File: config.mk
export PLATFORM = sky130hd
export DESIGN_NAME = alu_op_sequencer
export DESIGN_NICKNAME = d
export VERILOG_FILES = /design/src/rtl/alu_seq_pkg.sv /design/src/rtl/alu_op_decode.sv /design/src/rtl/alu_op_sequencer.sv
export SDC_FILE = /design/constraint.sdc
export NUM_CORES = 1
export LEC_CHECK = 0
export ABC_AREA = 1
export CELL_PAD_IN_SITES_DETAIL_PLACEMENT = 0
export CELL_PAD_IN_SITES_GLOBAL_PLACEMENT = 1
export CORE_AREA = 2 2 143 145
export CTS_CLUSTER_DIAMETER = 150
export DETAILED_ROUTE_END_ITERATION = 16
export DIE_AREA = 0 0 145 147
export HOLD_SLACK_MARGIN = 0.06
export PLACE_DENSITY_LB_ADDON = 0.1
export SYNTH_ARGS = -nofsm -noshare
export SYNTH_HDL_FRONTEND = slang
export SYNTH_SLANG_ARGS = --single-unit
File: constraint.sdc
create_clock -name clock -period 2.56 [get_ports clock]
set_clock_uncertainty 0.15 [all_clocks]
set_input_delay 0.768 -clock clock [delete_from_list [all_inputs] [get_ports clock]]
set_output_delay 0.768 -clock clock [all_outputs]
set_load 0.03 [all_outputs]
File: src/rtl/alu_seq_pkg.sv
// Shared opcodes, ALU strobe bit positions, FSM encoding and decode payload
// for the ALU operation sequencer.
package alu_seq_pkg;

    localparam int unsigned OP_W   = 5;
    localparam int unsigned DATA_W = 32;
    localparam int unsigned CTRL_W = 15;

    localparam logic [OP_W-1:0] OP_ADD  = 5'b00011;
    localparam logic [OP_W-1:0] OP_SUB  = 5'b00100;
    localparam logic [OP_W-1:0] OP_AND  = 5'b00101;
    localparam logic [OP_W-1:0] OP_OR   = 5'b00110;
    localparam logic [OP_W-1:0] OP_ROR  = 5'b00111;
    localparam logic [OP_W-1:0] OP_ROL  = 5'b01000;
    localparam logic [OP_W-1:0] OP_SHR  = 5'b01001;
    localparam logic [OP_W-1:0] OP_SHRA = 5'b01010;
    localparam logic [OP_W-1:0] OP_SHL  = 5'b01011;
    localparam logic [OP_W-1:0] OP_ADDI = 5'b01100;
    localparam logic [OP_W-1:0] OP_ANDI = 5'b01101;
    localparam logic [OP_W-1:0] OP_ORI  = 5'b01110;
    localparam logic [OP_W-1:0] OP_DIV  = 5'b01111;
    localparam logic [OP_W-1:0] OP_MUL  = 5'b10000;
    localparam logic [OP_W-1:0] OP_NEG  = 5'b10001;
    localparam logic [OP_W-1:0] OP_NOT  = 5'b10010;

    // Strobe positions inside alu_ctrl; bits 13 and 14 are spare and stay 0.
    localparam int unsigned CTRL_ADD  = 0;
    localparam int unsigned CTRL_SUB  = 1;
    localparam int unsigned CTRL_MUL  = 2;
    localparam int unsigned CTRL_DIV  = 3;
    localparam int unsigned CTRL_SHR  = 4;
    localparam int unsigned CTRL_SHRA = 5;
    localparam int unsigned CTRL_SHL  = 6;
    localparam int unsigned CTRL_ROR  = 7;
    localparam int unsigned CTRL_ROL  = 8;
    localparam int unsigned CTRL_AND  = 9;
    localparam int unsigned CTRL_OR   = 10;
    localparam int unsigned CTRL_NEG  = 11;
    localparam int unsigned CTRL_NOT  = 12;

    typedef enum logic [1:0] {
        ST_IDLE = 2'd0,
        ST_EXEC = 2'd1,
        ST_DONE = 2'd2
    } state_t;

    typedef struct packed {
        logic [CTRL_W-1:0] ctrl;
        logic              is_muldiv;
        logic              is_div;
        logic              legal;
    } dec_t;

    function automatic logic [CTRL_W-1:0] ctrl_bit(input int unsigned idx);
        return CTRL_W'(1) << idx;
    endfunction

endpackage

File: src/rtl/alu_op_decode.sv
// Combinational opcode decode into one-hot ALU strobes plus class flags.
module alu_op_decode
    import alu_seq_pkg::*;
(
    input  logic [OP_W-1:0] i_op,
    output dec_t            o_dec
);

    always_comb begin
        o_dec       = '0;
        o_dec.legal = 1'b1;
        case (i_op)
            OP_ADD, OP_ADDI: o_dec.ctrl = ctrl_bit(CTRL_ADD);
            OP_SUB:          o_dec.ctrl = ctrl_bit(CTRL_SUB);
            OP_AND, OP_ANDI: o_dec.ctrl = ctrl_bit(CTRL_AND);
            OP_OR,  OP_ORI:  o_dec.ctrl = ctrl_bit(CTRL_OR);
            OP_ROR:          o_dec.ctrl = ctrl_bit(CTRL_ROR);
            OP_ROL:          o_dec.ctrl = ctrl_bit(CTRL_ROL);
            OP_SHR:          o_dec.ctrl = ctrl_bit(CTRL_SHR);
            OP_SHRA:         o_dec.ctrl = ctrl_bit(CTRL_SHRA);
            OP_SHL:          o_dec.ctrl = ctrl_bit(CTRL_SHL);
            OP_NEG:          o_dec.ctrl = ctrl_bit(CTRL_NEG);
            OP_NOT:          o_dec.ctrl = ctrl_bit(CTRL_NOT);
            OP_MUL: begin
                o_dec.ctrl      = ctrl_bit(CTRL_MUL);
                o_dec.is_muldiv = 1'b1;
            end
            OP_DIV: begin
                o_dec.ctrl      = ctrl_bit(CTRL_DIV);
                o_dec.is_muldiv = 1'b1;
                o_dec.is_div    = 1'b1;
            end
            default:         o_dec.legal = 1'b0;
        endcase
    end

endmodule

File: src/rtl/alu_op_sequencer.sv
// Runs one ALU operation per accepted request: drives operands and strobe for
// the op's settle time, then captures the 64-bit result until it is consumed.
module alu_op_sequencer
    import alu_seq_pkg::*;
#(
    parameter int unsigned MUL_CYCLES = 2,
    parameter int unsigned DIV_CYCLES = 4
) (
    input  logic              clock,
    input  logic              clear_n,
    input  logic              req_valid,
    output logic              req_ready,
    input  logic [OP_W-1:0]   req_op,
    input  logic [DATA_W-1:0] req_a,
    input  logic [DATA_W-1:0] req_b,
    output logic [DATA_W-1:0] alu_a,
    output logic [DATA_W-1:0] alu_b,
    output logic [CTRL_W-1:0] alu_ctrl,
    input  logic [63:0]       alu_c,
    output logic              resp_valid,
    input  logic              resp_ready,
    output logic [DATA_W-1:0] z_hi,
    output logic [DATA_W-1:0] z_lo,
    output logic              hi_we,
    output logic              lo_we,
    output logic              div_by_zero,
    output logic              illegal_op
);

    localparam int unsigned MAX_CYC = (MUL_CYCLES > DIV_CYCLES) ? MUL_CYCLES : DIV_CYCLES;
    localparam int unsigned CNT_W   = (MAX_CYC > 1) ? $clog2(MAX_CYC) : 1;

    state_t              r_state, w_state_nxt;
    logic [CNT_W-1:0]    r_cnt, w_cnt_nxt;
    logic [DATA_W-1:0]   r_alu_a, w_alu_a_nxt;
    logic [DATA_W-1:0]   r_alu_b, w_alu_b_nxt;
    logic [CTRL_W-1:0]   r_alu_ctrl, w_alu_ctrl_nxt;
    logic [DATA_W-1:0]   r_z_hi, w_z_hi_nxt;
    logic [DATA_W-1:0]   r_z_lo, w_z_lo_nxt;
    logic                r_req_ready, w_req_ready_nxt;
    logic                r_resp_valid, w_resp_valid_nxt;
    logic                r_muldiv, w_muldiv_nxt;
    logic                r_legal, w_legal_nxt;
    logic                r_dbz, w_dbz_nxt;
    logic                r_illegal, w_illegal_nxt;
    dec_t                w_dec;

    alu_op_decode u_decode (
        .i_op  (req_op),
        .o_dec (w_dec)
    );

    always_ff @(posedge clock or negedge clear_n) begin
        if (!clear_n) begin
            r_state      <= ST_IDLE;
            r_cnt        <= '0;
            r_alu_a      <= '0;
            r_alu_b      <= '0;
            r_alu_ctrl   <= '0;
            r_z_hi       <= '0;
            r_z_lo       <= '0;
            r_req_ready  <= 1'b1;
            r_resp_valid <= 1'b0;
            r_muldiv     <= 1'b0;
            r_legal      <= 1'b0;
            r_dbz        <= 1'b0;
            r_illegal    <= 1'b0;
        end else begin
            r_state      <= w_state_nxt;
            r_cnt        <= w_cnt_nxt;
            r_alu_a      <= w_alu_a_nxt;
            r_alu_b      <= w_alu_b_nxt;
            r_alu_ctrl   <= w_alu_ctrl_nxt;
            r_z_hi       <= w_z_hi_nxt;
            r_z_lo       <= w_z_lo_nxt;
            r_req_ready  <= w_req_ready_nxt;
            r_resp_valid <= w_resp_valid_nxt;
            r_muldiv     <= w_muldiv_nxt;
            r_legal      <= w_legal_nxt;
            r_dbz        <= w_dbz_nxt;
            r_illegal    <= w_illegal_nxt;
        end
    end

    // Next-state and next-output logic; operands/strobe live only while in EXEC.
    always_comb begin
        w_state_nxt      = r_state;
        w_cnt_nxt        = r_cnt;
        w_alu_a_nxt      = r_alu_a;
        w_alu_b_nxt      = r_alu_b;
        w_alu_ctrl_nxt   = r_alu_ctrl;
        w_z_hi_nxt       = r_z_hi;
        w_z_lo_nxt       = r_z_lo;
        w_req_ready_nxt  = r_req_ready;
        w_resp_valid_nxt = r_resp_valid;
        w_muldiv_nxt     = r_muldiv;
        w_legal_nxt      = r_legal;
        w_dbz_nxt        = r_dbz;
        w_illegal_nxt    = r_illegal;

        case (r_state)
            ST_IDLE: begin
                if (req_valid) begin
                    w_state_nxt     = ST_EXEC;
                    w_req_ready_nxt = 1'b0;
                    w_alu_a_nxt     = req_a;
                    w_alu_b_nxt     = req_b;
                    w_alu_ctrl_nxt  = w_dec.ctrl;
                    w_muldiv_nxt    = w_dec.is_muldiv;
                    w_legal_nxt     = w_dec.legal;
                    w_dbz_nxt       = w_dec.is_div && (req_b == '0);
                    w_illegal_nxt   = 1'b0;
                    if (w_dec.is_div)
                        w_cnt_nxt = CNT_W'(DIV_CYCLES - 1);
                    else if (w_dec.is_muldiv)
                        w_cnt_nxt = CNT_W'(MUL_CYCLES - 1);
                    else
                        w_cnt_nxt = '0;
                end
            end
            ST_EXEC: begin
                if (r_cnt == '0) begin
                    w_state_nxt      = ST_DONE;
                    w_resp_valid_nxt = 1'b1;
                    w_alu_a_nxt      = '0;
                    w_alu_b_nxt      = '0;
                    w_alu_ctrl_nxt   = '0;
                    w_illegal_nxt    = !r_legal;
                    // Illegal ops never strobe the ALU, so whatever it drives is discarded.
                    w_z_hi_nxt       = r_legal ? alu_c[63:32] : '0;
                    w_z_lo_nxt       = r_legal ? alu_c[31:0]  : '0;
                end else begin
                    w_cnt_nxt = r_cnt - CNT_W'(1);
                end
            end
            ST_DONE: begin
                if (resp_ready) begin
                    w_state_nxt      = ST_IDLE;
                    w_resp_valid_nxt = 1'b0;
                    w_req_ready_nxt  = 1'b1;
                end
            end
            default: begin
                w_state_nxt      = ST_IDLE;
                w_req_ready_nxt  = 1'b1;
                w_resp_valid_nxt = 1'b0;
                w_alu_a_nxt      = '0;
                w_alu_b_nxt      = '0;
                w_alu_ctrl_nxt   = '0;
            end
        endcase
    end

    assign req_ready   = r_req_ready;
    assign resp_valid  = r_resp_valid;
    assign alu_a       = r_alu_a;
    assign alu_b       = r_alu_b;
    assign alu_ctrl    = r_alu_ctrl;
    assign z_hi        = r_z_hi;
    assign z_lo        = r_z_lo;
    assign div_by_zero = r_dbz;
    assign illegal_op  = r_illegal;

    // HI/LO write pulse coincides with the response handshake itself.
    assign hi_we = r_resp_valid && resp_ready && r_muldiv && !r_dbz;
    assign lo_we = hi_we;

endmodule

== Yosys cells after proc, flatten, opt, wreduce, memory -nomap -nowiden ==
Cells that the tools add are included.
Word-level totals
  output and inout port bits: 149
  memories kept: 0
  word-level logic and storage cells: 93
  ROM bits: 0
  bits in latches: 0
  memory bits (writable): 0
  register bits after elaboration: 153
  input bits: 137
Operators by class
  eq/ne operators: 22
  order comparisons: 0
  reduce and logical (&&, ||, !) cells: 23
  shift operators: 0
  bitwise gates (word level): 3
  multipliers: 0
  $add $sub $neg: 1
  div/mod/pow operators: 0
  mux-type cells: 31
Operators by type and width (number)
  case mux 32 bit (3 select lines): 2
  case mux 13 bit (13 select lines): 1
  2-to-1 mux 32 bit: 5
  case mux 15 bit (3 select lines): 1
  == test 5 x 4 -> 1 bit, second input constant: 8
  zero test 32 bit: 1
  2-to-1 mux 15 bit: 2
  == test 5 x 3 -> 1 bit, second input constant: 4
  AND reduction 3 bit: 6
  OR reduction 16 bit: 1
  == test 5 bit, second input constant: 3
  2-to-1 mux 2 bit: 6
  2-to-1 mux 1 bit: 9
  != test 2 bit, second input constant: 4
  OR reduction 2 bit: 4
  case mux 1 bit (3 select lines): 2
  case mux 2 bit (3 select lines): 1
  == test 5 x 2 -> 1 bit, second input constant: 1
  logical AND 1 bit: 4
  zero test 2 bit: 2
  case mux 2 bit (2 select lines): 1
  AND reduction 2 bit: 2
  inverter 1 bit: 3
  == test 2 x 1 -> 1 bit, second input constant: 1
  5 further kinds: 6

== Depth between registers and ports, before layout ==
  word-level depth: 7
  depth in mapped cells: 9
  gate-level depth less buffers: 9

== Modules after synthesis ==
Synthesis repeated with hierarchy kept, for this count alone.
Second synthesis, totals
  cells, all modules: 760
  area, all modules: 6516.2 µm²
Modules (own cells, without submodules)
  alu_op_sequencer: cells each 703, seq. area each 3829.9 µm², instances 1, area each 6262.3 µm²
  alu_op_decode: cells each 57, seq. area each 0.0 µm², instances 1, area each 254.0 µm²

== Worst setup path before layout ==
OpenSTA, ideal clock, no wires.
  kind: input-to-output
  start: input port resp_ready
  end: output port lo_we
  arrival: 1532 ps
  stages on the path: 3
  required time: 1642 ps
  setup slack: 110 ps
  path buffers: 1
  cell sequence: nand3_1 nor2_1 buf_4
On the way
  cells in the longest elaborated chain, start to end: 3
RTL lines
  start, declared: line alu_op_sequencer.sv:21  | input logic resp_ready,
  logical AND 1 bit (3 in a row): line alu_op_sequencer.sv:165  | assign hi_we = r_resp_valid && resp_ready && r_muldiv && !r_dbz;
  end, declared: line alu_op_sequencer.sv:25  | output logic lo_we,
Every way passes these cells.

== Worst setup path in the final report ==
  start: register r_dbz, in the netlist div_by_zero
  end: output port div_by_zero
RTL lines
  start, declared: line alu_op_sequencer.sv:44  | logic r_dbz, w_dbz_nxt;
  start signal, assigned: line alu_op_sequencer.sv:80  | r_dbz <= w_dbz_nxt;
  end, declared: line alu_op_sequencer.sv:26  | output logic div_by_zero,
No word-level cell between the ends.

==> reports/results.tsv <==
metric	value	unit
status	finished, final reports clean	
placed cells	1220	
crit path cell chain	clkdlybuf4s50_1	
Worst VDD drop	495	uV
DIE AREA	0.0213	sq mm
Setup Fix Bufs, Post-CTS	0	
hold buffers post-CTS	0	
relative slew slack	0.616	
Tightest Hold Check Type	input pin to async pin	
Max clock buf depth	2	
synthesized area	0.00627	sq mm
PnR worst setup slack	99.9	ps
critical path peak fanout	3	
Avg Vias per Cell	4.44	
Synth area leader	dfrtp_1	
Post-synth top cells	nand2_1, dfrtp_1, nand3_1	
Synth top area share	0.599	
reg2reg start	r_cnt[0]	
Post-DP HPWL	13100	um
Slew Limit Fails	0	
Vias	5562	
Arrival @ worst endpoint	1540	ps
I/O pins	286	
final hold slack	144	ps
unrepaired setup endpoints after global routing	no	
Static Leakage	4.62	nW
total power	11.7	mW
final cell count without fillers	1253	
crit-path leading delay family	buffers and inverters	
Placement Setup Slack	-134	ps
Layout Utilization	0.506	
Final period util	0.961	
#FFs+latches synth	151	
startpoint class of the critical path	register	
share of layout cells above drive strength 1	0.0652	
reg-to-reg endpoint	alu_a[2]	
root buffer cell	clkbuf_16	
Worst Setup End Kind	primary output	
syn avg cell area	9.00	sq um
CP Class	register to primary output	
Crit path required time	1640	ps
Async S/R FF share, synth	1.00	
Setup-failing EPs final	0	
Hold Vio Cnt, Final	0	
total global routing overflow	0	
Slew @ Worst Pin	576	ps
CP peak stage delay	720	ps
H-tree lvl count	4	
first drt pass iteration count	6	
P&R area growth vs syn	60.2	%
first-pass GRT wire length	30700	um
vias in the first global route	5652	
Core Region	0.0198	sq mm
antenna viol nets, final	0	
Top FF cell, synth	dfrtp_1	
wire per inst	15.0	um
initial antenna violation count	1	
Sink Count	151	
Starting DRT DRC Count	203	
R2R Setup Slk	780	ps
pin count of the biggest net entering global routing	67	
cts bufs inserted	17	
CTS tree	done	
GPL Wtd Cong	0.749	
synth warn	0	
max cap viols	0	
fin nets	1107	
Pwr Density	1170	mW/mm^2
Cell variety after synth	27	
Die Y	147	um
Bufs and invs on worst path	1	
min Tclk post-route	2460	ps
Initial Utilization	0.316	
DRC violations left	0	
Worst-path clk slew	60	ps
Crit-path slowest cell	clkdlybuf4s50_1	
sequential area share after synthesis	0.603	
IO Port Bufs	283	
cells on worst reg2reg path	8	
count leader, synth	nand2_1	
count of standard-cell rows	52	
Total GRT Usage	0.181	
Fmax	406	MHz
EDFF count, synth	0	
Post-CTS Resized	7	
top cells by area, synth	dfrtp_1, nand2_1, nand3_1	
latest clock arrival within the worst-skew pair	410	ps
total wire length	18800	um
CP Launch Point	div_by_zero	
Chip Width	145	um
Cells after Synth	696	
==> power by group <==
part / internal (mW) / leakage, nW / switching [mW]
sequential: 3.11 / 2.00 / 0.377
clock: 1.79 / 0.315 / 1.00
combinational: 2.04 / 2.31 / 3.39
total: 6.94 / 4.62 / 4.77
==> routing by layer <==
| metal | track usage | share of wire | vias up |
|---|---|---|---|
| li1 | - | - | 2804 |
| met2 | 0.286 | 0.46 | 169 |
| met4 | 0.0644 | 0.023 | 0 |
| met3 | 0.0559 | 0.068 | 23 |
| met5 | 0 | 0 | - |
| met1 | 0.237 | 0.45 | 2566 |
==> placed cells by master (no fill, tap or decap), types with 2 or more instances in the layout <==
cell type        count
a22o_1              13
a31oi_1              2
buf_12               7
buf_4                9
buf_6                3
bufinv_16            5
clkbuf_1             3
clkbuf_16           17
clkbuf_8             2
clkdlybuf4s50_1    278
clkinv_4             3
conb_1               2
dfrtp_1            149
dlygate4sd2_1        2
inv_1               11
inv_2                5
nand2_1            271
nand3_1             78
nand4_1              5
nor2_1              33
nor2_4               5
nor3_1               2
o21ai_0              3
o21ai_1             62
==> area by class of cell <==
class	count	area, sq um
Inverter	16	60.1
Tap cell	270	338
Timing Repair Buffer	299	3040
Fill cell	1912	9810
Sequential cell	151	3780
Clock buffer	22	464
Clock inverter	10	193
Multi-Input combinational cell	484	2160
Antenna cell	1	2.50
==> per-stage QoR <==
stage / instance area (sq um) / TNS [ps]
2_1_floorplan: 6270 / 0
3_3_place_gp: 9360 / -234
3_5_place_dp: 9360 / -268
4_1_cts: 10000 / 0
5_1_grt: 10000 / 0
6_report: 10000 / 0
==> state kept, by name, indices dropped and copies added (netlist names), 2 cells and up <==
register / cells
r_cnt: 2
alu_b: 32
r_state: 2
alu_a: 32
alu_ctrl: 13
z_lo: 32
z_hi: 32
==> how the worst max path moves through the flow <==
stage / to / slack, ps / cells after the start
finish: div_by_zero / 100 / 1
global route: div_by_zero / 50 / 1
CTS: div_by_zero / 70 / 1
detailed placement: hi_we / -130 / 4
global placement: hi_we / -120 / 4
floorplan: lo_we / 110 / 3
==> cell families (layout without fill, tap and decap cells) <==
logic type,after synthesis,count (layout),share of synthesized area
compound gates,83,83,0.0757
fa+ha+maj,1,1,0.00200
buf+inv,62,347,0.0559
flops,151,151,0.603
other cells,1,3,0.000598
simple gates,398,398,0.263
Note: power is estimated with default switching activity, not from simulation.
